--- src/rtl/riscv_mdu.sv ---
// Iterative RV32M multiply/divide unit: shift-add multiply and restoring divide, one bit per cycle.
// Normal ops deliver a result 34 edges after accept; divide-by-zero and signed overflow deliver after 1 edge.
module riscv_mdu #(
  parameter int XLEN   = 32,
  parameter int ADDR_W = 6
) (
  input  logic              clk,
  input  logic              rst_n,
  input  logic              flush,
  input  logic              in_valid,
  output logic              in_ready,
  input  logic [2:0]        funct3,
  input  logic [XLEN-1:0]   op_a,
  input  logic [XLEN-1:0]   op_b,
  input  logic [ADDR_W-1:0] rd,
  output logic              out_valid,
  input  logic              out_ready,
  output logic [XLEN-1:0]   out_data,
  output logic [ADDR_W-1:0] out_rd,
  output logic              busy
);

  typedef enum logic [1:0] {IDLE, CALC, FIX, DONE} state_t;

  localparam logic [XLEN-1:0] INT_MIN = {1'b1, {(XLEN-1){1'b0}}};

  state_t              state, state_nxt;
  logic [2:0]          f3_q;
  logic                a_neg_q, b_neg_q;
  logic [XLEN-1:0]     mcand, dvsr, quo, rem;
  logic [2*XLEN-1:0]   prod;
  logic [5:0]          cnt;

  logic                accept, a_sgn, b_sgn, a_neg, b_neg;
  logic                div_zero, div_ovf, early;
  logic [XLEN-1:0]     mag_a, mag_b, early_res;
  logic [XLEN:0]       msum, shifted;
  logic                ge;
  logic [XLEN-1:0]     sub;
  logic [2*XLEN-1:0]   prod_s;
  logic [XLEN-1:0]     quo_s, rem_s, fix_res;

  assign in_ready  = (state == IDLE) && rst_n;
  assign out_valid = (state == DONE);
  assign busy      = (state != IDLE);
  assign accept    = in_valid && in_ready && !flush;

  // Operand decode and early-out detection on the incoming request
  always_comb begin
    a_sgn     = !(funct3[0] && (funct3[1] || funct3[2]));
    b_sgn     = (funct3 == 3'b000) || (funct3 == 3'b001) ||
                (funct3 == 3'b100) || (funct3 == 3'b110);
    a_neg     = a_sgn && op_a[XLEN-1];
    b_neg     = b_sgn && op_b[XLEN-1];
    mag_a     = a_neg ? (~op_a + 1'b1) : op_a;
    mag_b     = b_neg ? (~op_b + 1'b1) : op_b;
    div_zero  = funct3[2] && (op_b == '0);
    div_ovf   = funct3[2] && !funct3[0] && (op_a == INT_MIN) && (&op_b);
    early     = div_zero || div_ovf;
    early_res = '0;
    if (div_zero)
      early_res = funct3[1] ? op_a : '1;
    else
      early_res = funct3[1] ? '0 : INT_MIN;
  end

  // Per-iteration datapath and final sign fix-up
  always_comb begin
    msum    = {1'b0, prod[2*XLEN-1:XLEN]} + (prod[0] ? {1'b0, mcand} : '0);
    shifted = {rem, quo[XLEN-1]};
    ge      = (shifted >= {1'b0, dvsr});
    // Partial remainder stays below the divisor, so the low word of the difference is exact
    sub     = shifted[XLEN-1:0] - dvsr;
    prod_s  = (a_neg_q ^ b_neg_q) ? (~prod + 1'b1) : prod;
    quo_s   = (a_neg_q ^ b_neg_q) ? (~quo + 1'b1) : quo;
    rem_s   = a_neg_q ? (~rem + 1'b1) : rem;
    case (f3_q)
      3'b000:                 fix_res = prod_s[XLEN-1:0];
      3'b001, 3'b010, 3'b011: fix_res = prod_s[2*XLEN-1:XLEN];
      3'b100, 3'b101:         fix_res = quo_s;
      default:                fix_res = rem_s;
    endcase
  end

  always_comb begin
    state_nxt = state;
    case (state)
      IDLE: if (accept) state_nxt = early ? DONE : CALC;
      CALC: if (cnt == 6'd31) state_nxt = FIX;
      FIX:  state_nxt = DONE;
      DONE: if (out_ready) state_nxt = IDLE;
      default: state_nxt = IDLE;
    endcase
    if (flush) state_nxt = IDLE;
  end

  always_ff @(posedge clk) begin
    if (!rst_n) state <= IDLE;
    else        state <= state_nxt;
  end

  always_ff @(posedge clk) begin
    if (!rst_n) begin
      f3_q     <= '0;
      a_neg_q  <= 1'b0;
      b_neg_q  <= 1'b0;
      mcand    <= '0;
      dvsr     <= '0;
      prod     <= '0;
      quo      <= '0;
      rem      <= '0;
      cnt      <= '0;
      out_data <= '0;
      out_rd   <= '0;
    end else if (!flush) begin
      if (accept) begin
        f3_q    <= funct3;
        a_neg_q <= a_neg;
        b_neg_q <= b_neg;
        mcand   <= mag_a;
        dvsr    <= mag_b;
        prod    <= {{XLEN{1'b0}}, mag_b};
        quo     <= mag_a;
        rem     <= '0;
        cnt     <= '0;
        out_rd  <= rd;
        if (early) out_data <= early_res;
      end else if (state == CALC) begin
        cnt <= cnt + 6'd1;
        if (f3_q[2]) begin
          rem <= ge ? sub : shifted[XLEN-1:0];
          quo <= {quo[XLEN-2:0], ge};
        end else begin
          prod <= {msum, prod[XLEN-1:1]};
        end
      end else if (state == FIX) begin
        out_data <= fix_res;
      end
    end
  end

endmodule

--- config.mk ---
export PLATFORM = sky130hd
export DESIGN_NAME = riscv_mdu
export DESIGN_NICKNAME = d
export VERILOG_FILES = /design/src/rtl/riscv_mdu.sv
export SDC_FILE = /design/constraint.sdc
export NUM_CORES = 1
export LEC_CHECK = 0
export CAP_MARGIN = 20
export CORE_MARGIN = 5
export CORE_UTILIZATION = 55
export CTS_BUF_LIST = sky130_fd_sc_hd__clkbuf_4
export DETAILED_ROUTE_END_ITERATION = 12
export PLACE_DENSITY = 0.75
export SYNTH_ARGS = -nofsm -noshare
export SYNTH_HDL_FRONTEND = slang
export SYNTH_SLANG_ARGS = --single-unit
--- constraint.sdc ---
create_clock -name clk -period 4.2 [get_ports clk]
set_clock_uncertainty 0.1 [all_clocks]
set_input_delay 1.26 -clock clk [delete_from_list [all_inputs] [get_ports clk]]
set_output_delay 1.26 -clock clk [all_outputs]
set_load 0.005 [all_outputs]
==> flow_summary.ini <==
[yosys]
synth-seq-area-share_pct = 27.57
synthFlopType = dfxtp_1
synth_common_cells = nand2_1, dfxtp_1, o21ai_0
synth_edf_count = 0
yosysTopAreaCell = dfxtp_1
ys_async_sr_fraction_pct = 0
netlist_instances = 2321
yosysUniqueCellTypes = 85
yosysMostFrequentCell = nand2_1
yosysTopAreaCellShare_pct = 27.57
syn_area_um2 = 17640
yosys_register_bits = 243
synth.area.top_cells = dfxtp_1, nand2_1, xnor2_1
syn_area_per_cell_um2 = 7.601
syn-num-nets = 2478
ys_warn_count = 0

[placement]
dp_cells = 2778
io_buffers = 118
gp_congestion = 0.9998
dp_worst_setup_slack_ps = -126.5
dpl.hpwl_um = 44310

[job]
drv_cap = 0

[clocking]
cts_tree = yes
ctsLongestPathBuffers = 3
clk_pin_slew_ps = 70
cts_buffers = 69
htree_levels = 3
cts_resized = 0
clock-sinks = 243
cts_hold_buf = 0
clock_latency_ps = 740
clock-root-buffer = clkbuf_4
cts_setup_buffers = 0

[global_route]
use_met3_pct = 5.605
grt_overflow = 0
grt_pass1_vias = 17400
grtUsageTotal_pct = 31.88
grt_use_met2_pct = 48.51
grt_util_met1_pct = 42.62
grt_pass1_wl_um = 92880
grt-busiest-layer = met2
antenna_found_initial = 1
grt_start_max_net_pins = 69

[critical_path]
crit_arrival_ps = 4310
cp_max_fo = 5
reg2reg_depth = 13
r2r-end = prod[61]
crit_start = prod[0]
reg2reg_from = prod[0]
critPathKind = register to register
crit_path_end_kind = register
crit_path_end = prod[61]
startpoint_type = register
r2r_slack_ps = 380
required_ps = 4690

[power]
power.share.clock_pct = 35.5
p_per_area_nw_per_um2 = 299.4
ir_worst_vdd_mv = 0.1913
leakage_nw = 8.117
seq_power_share_pct = 41.0
swShare_pct = 33.25
p_comb_share_pct = 23.5
power_switching_mw = 2.020
internal-power_mw = 4.056

[drt]
vias = 18430
drc = 0
drt.antenna.violating_nets = 0
wirelength_um = 59460
wire_per_inst_um = 20.57
drt_first_iter_violations = 1789
viasPerCell = 6.376
dr.pass1.iters = 6

[floorplanning]
die_h_um = 189.1
num_rows = 65
die_w_um = 189.1
dieArea_um2 = 35760
fp.coreArea_um2 = 31640
start_util_pct = 55.76
pin_count = 119

[layout]
layout.cells.non_filler = 2890
drive_above_1_share_pct = 10.01
fillers = 2758
nets = 2604
syn_to_final_growth_pct = 15.04
final_core_util_pct = 64.15

[timing]
maxSlewViolCount = 0
period_share_pct = 91.01
finalCriticalPeriod_ps = 3822
rsz0062_at_grt = false
fin_ws_ps = 377.6
relSlewSlack_pct = 45.84
worstMarginPinSlew_ps = 805.0
hold_violations = 0
setup_viol = 0
tns_ps = 0
fmax_mhz = 261.6

[status]
outcome = complete, no violations

[min_path]
hp-class = register to register
cell type report:
type	instances	area, um^2	area share, %
inverters	81	304.0	1.498
well taps	402	503.0	2.478
multi-input cells	1851	11960	58.93
flip-flops and latches	243	4865	23.97
clock inverters	17	93.84	0.4624
clock buffers	94	705.7	3.477
repair buffers	201	1862	9.174
diodes	1	2.502	0.01233
power by group through the flow:
stage	clock network (mW)	registers, mW	logic [mW]
floorplan	0	2.50	0.937
global placement	0	2.53	1.36
detailed placement	0	2.54	1.39
CTS	2.18	2.49	1.40
global route	2.32	2.50	1.53
finish	2.15	2.49	1.43
logic make-up (layout without fill, tap and decap cells):
kind of cell               count (synthesis)  in the layout  synth area share [%]
and+or+nand+nor                          750            750                 20.54
AOI/OAI and AO/OA                        733            733                 26.29
DFF                                      243            243                 27.57
buffers and inverters                    227            393                 5.071
xor gates and xnor gates                 221            221                 10.97
adders and majority gates                 79             79                 5.688
muxes                                     68             68                 3.865
other                                      0              1                     0
cell usage in the layout, fill, tap and decap left out, types with 19 or more instances in the layout:
cell and n:
o22ai_1 59, clkdlybuf4s50_1 117, a211oi_1 38, o31ai_1 31, clkbuf_4 94, and3_1 20
inv_1 80, ha_1 77, buf_4 78, o21a_1 25, o21ai_0 185, and2_1 47
a21oi_1 183, a21o_1 28, nor3_1 52, xor2_1 99, mux2i_1 67, nand2_1 290
nand4_1 23, nand3_1 48, xnor2_1 120, o21ai_1 21, or3_1 23, nor4_1 20
nor2_1 145, a31oi_1 24, a31o_2 19, dfxtp_1 243
through the flow:
step	area [um^2]	hold WS [ps]	power, mW
2_1_floorplan	17640	316.7	3.434
3_3_place_gp	19490	326.7	3.899
3_5_place_dp	19490	333.7	3.928
4_1_cts	20290	347.2	6.061
5_1_grt	20290	368.4	6.346
6_report	20290	341.9	6.076
flip-flops by register name, summed over array words and instances (netlist names):
name,count
dvsr,32
quo,32
b_neg_q,1
prod,64
out_rd,6
rem,32
f3_q,3
mcand,32
cnt,6
state,2
out_data,32
a_neg_q,1
critical path: stages, from the launching register on:
cell and delay (ps):
dfxtp_1 360, inv_1 150, nor2_1 60, ha_1 240
fa_1 460, a211oi_1 340, o211ai_1 200, a41o_1 340
a31oi_1 270, a21oi_1 150, a211o_1 340, a311oi_1 400
mux2i_1 230, nand2_1 60
metal layers:
metal | vias up | part of all wire (%)
met4 | 0 | 6.0
met1 | 8599 | 42
met3 | 205 | 8.9
met5 | - | 0
met2 | 956 | 43
li1 | 8667 | -
worst min-delay path by stage:
stage / from / to / cells past startpoint
floorplan: mcand[10] / mcand[10] / 2
global placement: mcand[14] / mcand[14] / 2
detailed placement: mcand[6] / mcand[6] / 2
CTS: mcand[16] / mcand[16] / 2
global route: mcand[14] / mcand[14] / 2
finish: mcand[6] / mcand[6] / 2
(Power assumes the default switching activity.)
==> patch 1 (same settings) <==
Reset style: asynchronous (`rst_n`), changed in 2 clocked blocks.
--- a/src/rtl/riscv_mdu.sv
+++ b/src/rtl/riscv_mdu.sv
@@ -94,12 +94,12 @@
     if (flush) state_nxt = IDLE;
   end
 
-  always_ff @(posedge clk) begin
+  always_ff @(posedge clk or negedge rst_n) begin
     if (!rst_n) state <= IDLE;
     else        state <= state_nxt;
   end
 
-  always_ff @(posedge clk) begin
+  always_ff @(posedge clk or negedge rst_n) begin
     if (!rst_n) begin
       f3_q     <= '0;
       a_neg_q  <= 1'b0;
Function: differs if rst_n is asserted again (counterexample within 4 cycles, from zero or initial values and one cycle with rst_n low); with rst_n held inactive, the same outputs for 4 cycles.
==> patch 1 against the original RTL <==
Worst setup slack worse by 0.093 ns; cell area is 8.5% higher; synthesized cell count is 1.6% lower; cell count is 3.2% higher; count of clock-buffer cells in the layout is 13 higher; critical path depth is 1 lower; sequential cell count stayed put; wire length is 12% higher; utilization is 1.9 points higher; synthesized area is 5.0% higher.
Power is not compared: it rests on default switching activity, and its combinational part moved more than twofold at a synthesized area within 25%.
==> patch 1: results (changes against the original RTL) <==
status: "finished, final reports clean"
synth_area_per_cell_um2: 8.11  # +6.7%
vias_per_cell: 6.35  # -0.35%
antenna_found_initial: 2  # +1
total_power_mw: 15.6
grt_max_degree: 153  # +120%
synth_common_cells: "267 x nand2_1, 243 x dfrtp_1, 222 x a21oi_1"
synth-compound-area-share: 0.249  # -0.0140
drive_gt1_frac: 0.114  # +0.0141
dr_wl_met3_um: 5200  # -1.6%
muxShareOfSynthArea: 0.0113  # -0.0273
startpoint: "prod[0]$_DFFE_PN0P_"
synthesis.nets: 2440  # -1.5%
worst-r2r-cell-count: 12  # -1
nFillCells: 2923  # +6.0%
via_count: 18948  # +2.8%
crit_end: "prod[57]$_DFFE_PN0P_"
grt_pass1_wl_um: 104000  # +12%
critPathMaxFanout: 4  # -1
synth_top_area_cell: "dfrtp_1"
synth-xor-area-share: 0.109  # -0.000474
preCtsSetupSlack_ns: -0.0985  # +0.0280 ns
die_w_um: 194  # +2.3%
clk_latency_ns: 0.77  # +0.03 ns
fmax_ghz: 0.255  # -2.4%
drt_iter0_markers: 1818  # +1.6%
worstMarginPinSlew_ns: 1.04  # +0.237 ns
yosys-top-cells-area: "dfrtp_1 33%, xor2_1 6.0%, a21oi_1 6.0%"
[patch 1: cell types whose count changed after synthesis, moves of 21 or more]
| cell | before | now |
|---|---|---|
| a21o_1 | 28 | 64 |
| a21oi_1 | 183 | 222 |
| a221o_1 | 1 | 32 |
| dfrtp_1 | 0 | 243 |
| dfxtp_1 | 243 | 0 |
| mux2i_1 | 67 | 21 |
| nand2_1 | 292 | 267 |
| nor2_1 | 147 | 194 |
| o21ai_1 | 22 | 1 |
| o22ai_1 | 59 | 20 |
| xor2_1 | 100 | 127 |
[patch 1: worst max-delay path: cells and delay by family (launching register included)]
family                     cells  cell delay (ns)
DFF                            1             0.41
AOI/OAI and AO/OA              7             2.05
and+or+nand+nor                2             0.42
adders and majority gates      2             0.68
xor gates and xnor gates       1             0.15
[patch 1: how the worst min path moves through the flow]
stage | cells past startpoint | slack (ns) | to
2_1_floorplan | 1 | 0.34 | mcand[31]$_DFFE_PN0P_
3_3_place_gp | 1 | 0.35 | mcand[18]$_DFFE_PN0P_
3_5_place_dp | 1 | 0.36 | mcand[4]$_DFFE_PN0P_
4_1_cts | 1 | 0.11 | prod[53]$_DFFE_PN0P_
5_1_grt | 1 | 0.14 | prod[58]$_DFFE_PN0P_
6_report | 1 | 0.18 | prod[53]$_DFFE_PN0P_
[patch 1: routing by layer]
metal / track usage / vias to the layer above
met5: 0 / -
met4: 0.176 / 0
met3: 0.0645 / 202
met2: 0.560 / 907
met1: 0.446 / 9118
li1: - / 8721
[patch 1: cell type report]
class	count	area [um2]	share of cell area
antenna	4	10.0	0.000455
clock buffer	107	803	0.0365
clock inverter	21	240	0.0109
inverter	67	251	0.0114
multi-input combinational	1844	11800	0.534
sequential	243	6080	0.276
tap	448	561	0.0255
timing repair buffer	248	2320	0.105
==> patch 2 (same settings) <==
Without the edit above. Set the parameter `ADDR_W` to 7 (it was 6).
--- a/src/rtl/riscv_mdu.sv
+++ b/src/rtl/riscv_mdu.sv
@@ -2,7 +2,7 @@
 // Normal ops deliver a result 34 edges after accept; divide-by-zero and signed overflow deliver after 1 edge.
 module riscv_mdu #(
   parameter int XLEN   = 32,
-  parameter int ADDR_W = 6
+  parameter int ADDR_W = 7
 ) (
   input  logic              clk,
   input  logic              rst_n,
Ports: changed (resized out_rd and rd); port bits go from 119 to 121. The function was not compared with the original's and may differ.
==> patch 2 against the original RTL <==
Total power up 3.7%; wire length grew 11%; hold slack better by 0.0053 ns; cell area up 4.0%; synthesized area up 3.0%; utilization increased by 0.53 points; sequential cell count is 1 higher; synthesized cell count grew 4.1%; fmax fell by 1.7%; worst setup slack got worse by 0.068 ns; clock power up 8%; highest routed layer unchanged.
==> patch 2: results (changes against the original RTL) <==
status: "finished, final reports clean"
multi_input_cells: 1928  # +4.2%
drive_gt1_frac: 0.110  # +0.00963
seq_cells: 244  # +0.41%
hold_path_end: "mcand[1]$_SDFFE_PN0P_"
dpl-instance-area_mm2: 0.0202  # +3.6%
dp_cells: 2924  # +5.3%
preCtsSetupSlack_ns: -0.162  # -0.0359 ns
grt_pass1_wl_um: 102000  # +10%
synth_common_cells: "301 x nand2_1, 244 x dfxtp_1, 192 x o21ai_0"
rrSetupSlack_ns: 0.31  # -0.07 ns
slew_headroom: 0.271  # -0.187
antenna_found_initial: 1  # unchanged
syn_area_mm2: 0.0182  # +3.0%
yosys-top-cells-area: "dfxtp_1 27%, nand2_1 6.2%, xnor2_1 5.5%"
cts_buffers: 70  # +1.4%
min_from: "mcand[1]$_SDFFE_PN0P_"
via_count: 19695  # +6.9%
nFillCells: 3013  # +9.2%
yosysWarnings: 0  # unchanged
htreeDepth: 3  # unchanged
routed_wl_um: 65900  # +11%
crit_family: "simple AND/OR/NAND/NOR gates"
critPathMaxFanout: 15  # +10
synth_cell_types: 84  # -1.2%
power_density_mw_per_mm2: 299  # -0.20%
multi_input_area_share: 0.589  # -0.000612
p_leak_nw: 8.37  # +3.1%
synthesis.nets: 2574  # +3.9%
place.port_buffers: 120  # +1.7%
layout.nets: 2712  # +4.1%
fin_crit_sh: 0.926  # +0.0161
synth_cells: 2416  # +4.1%
crit_type: "reg -> reg"
dpl.hpwl_um: 50100  # +13%
final-clk-cell-share: 0.0424  # +0.00301
synth_flop_cell: "dfxtp_1"
grt_overflow_total: 0  # unchanged
reg2reg_to: "out_data[4]$_SDFFE_PN0P_"
signal_buffers: 229  # +14%
buf_share: 0.0967  # +0.00493
grtUsageTotal: 0.349  # +0.0299
place.gp.congestion: 1.01  # +0.79%
min_path_cells: 1  # -1
grt_pass1_vias: 18555  # +6.6%
crit_path_top_delay_cell: "a211oi_1"
slowest_delay_ns: 0.61  # +0.15 ns
finalNonFillerCells: 3049  # +5.5%
drt_iter0_markers: 2229  # +25%
grt_max_degree: 83  # +20%
irDropWorstVdd_mv: 0.191  # -0.34%
seq_area_frac_synth: 0.269  # -0.00702
whs_ns: 0.347  # +0.00527 ns
arrival_ns: 4.45  # +0.14 ns
nClkBuffers: 98  # +4.3%
antenna_cells: 1  # unchanged
root_buffer: "clkbuf_4"
seq_area_mm2: 0.00488  # +0.41%
-- patch 2: changes by cell type in the layout (fill, tap and decap cells not counted), sizes merged, moves of 12 or more --
cell and change:
mux2i -52, or4 +13, a22oi +29, o211ai +30, and3 +12, o31ai +21
nor2 -21, buf +26, a21o +14
-- patch 2: report_power, final --
group          leakage (nW)  internal [mW]  switching [mW]
Sequential             1.98           2.40          0.0968
Clock                 0.536           1.21            1.12
Combinational          5.85          0.572           0.907
-- patch 2: per-layer routing --
metal / track usage / vias up / part of all wire
li1: - / 9197 / -
met3: 0.0622 / 222 / 0.087
met1: 0.454 / 9219 / 0.41
met4: 0.200 / 0 / 0.058
met2: 0.544 / 1057 / 0.44
met5: 0 / - / 0
-- patch 2: cell families after synthesis --
| family | share of synthesized area |
|---|---|
| multiplexers | 0.00888 |
| AND/OR/NAND/NOR | 0.218 |
| XOR/XNOR | 0.102 |
| buffers and inverters | 0.0516 |
| adder cells (fa/ha/maj) | 0.0552 |
| flip-flops | 0.269 |
| AO/OA/AOI/OAI | 0.296 |
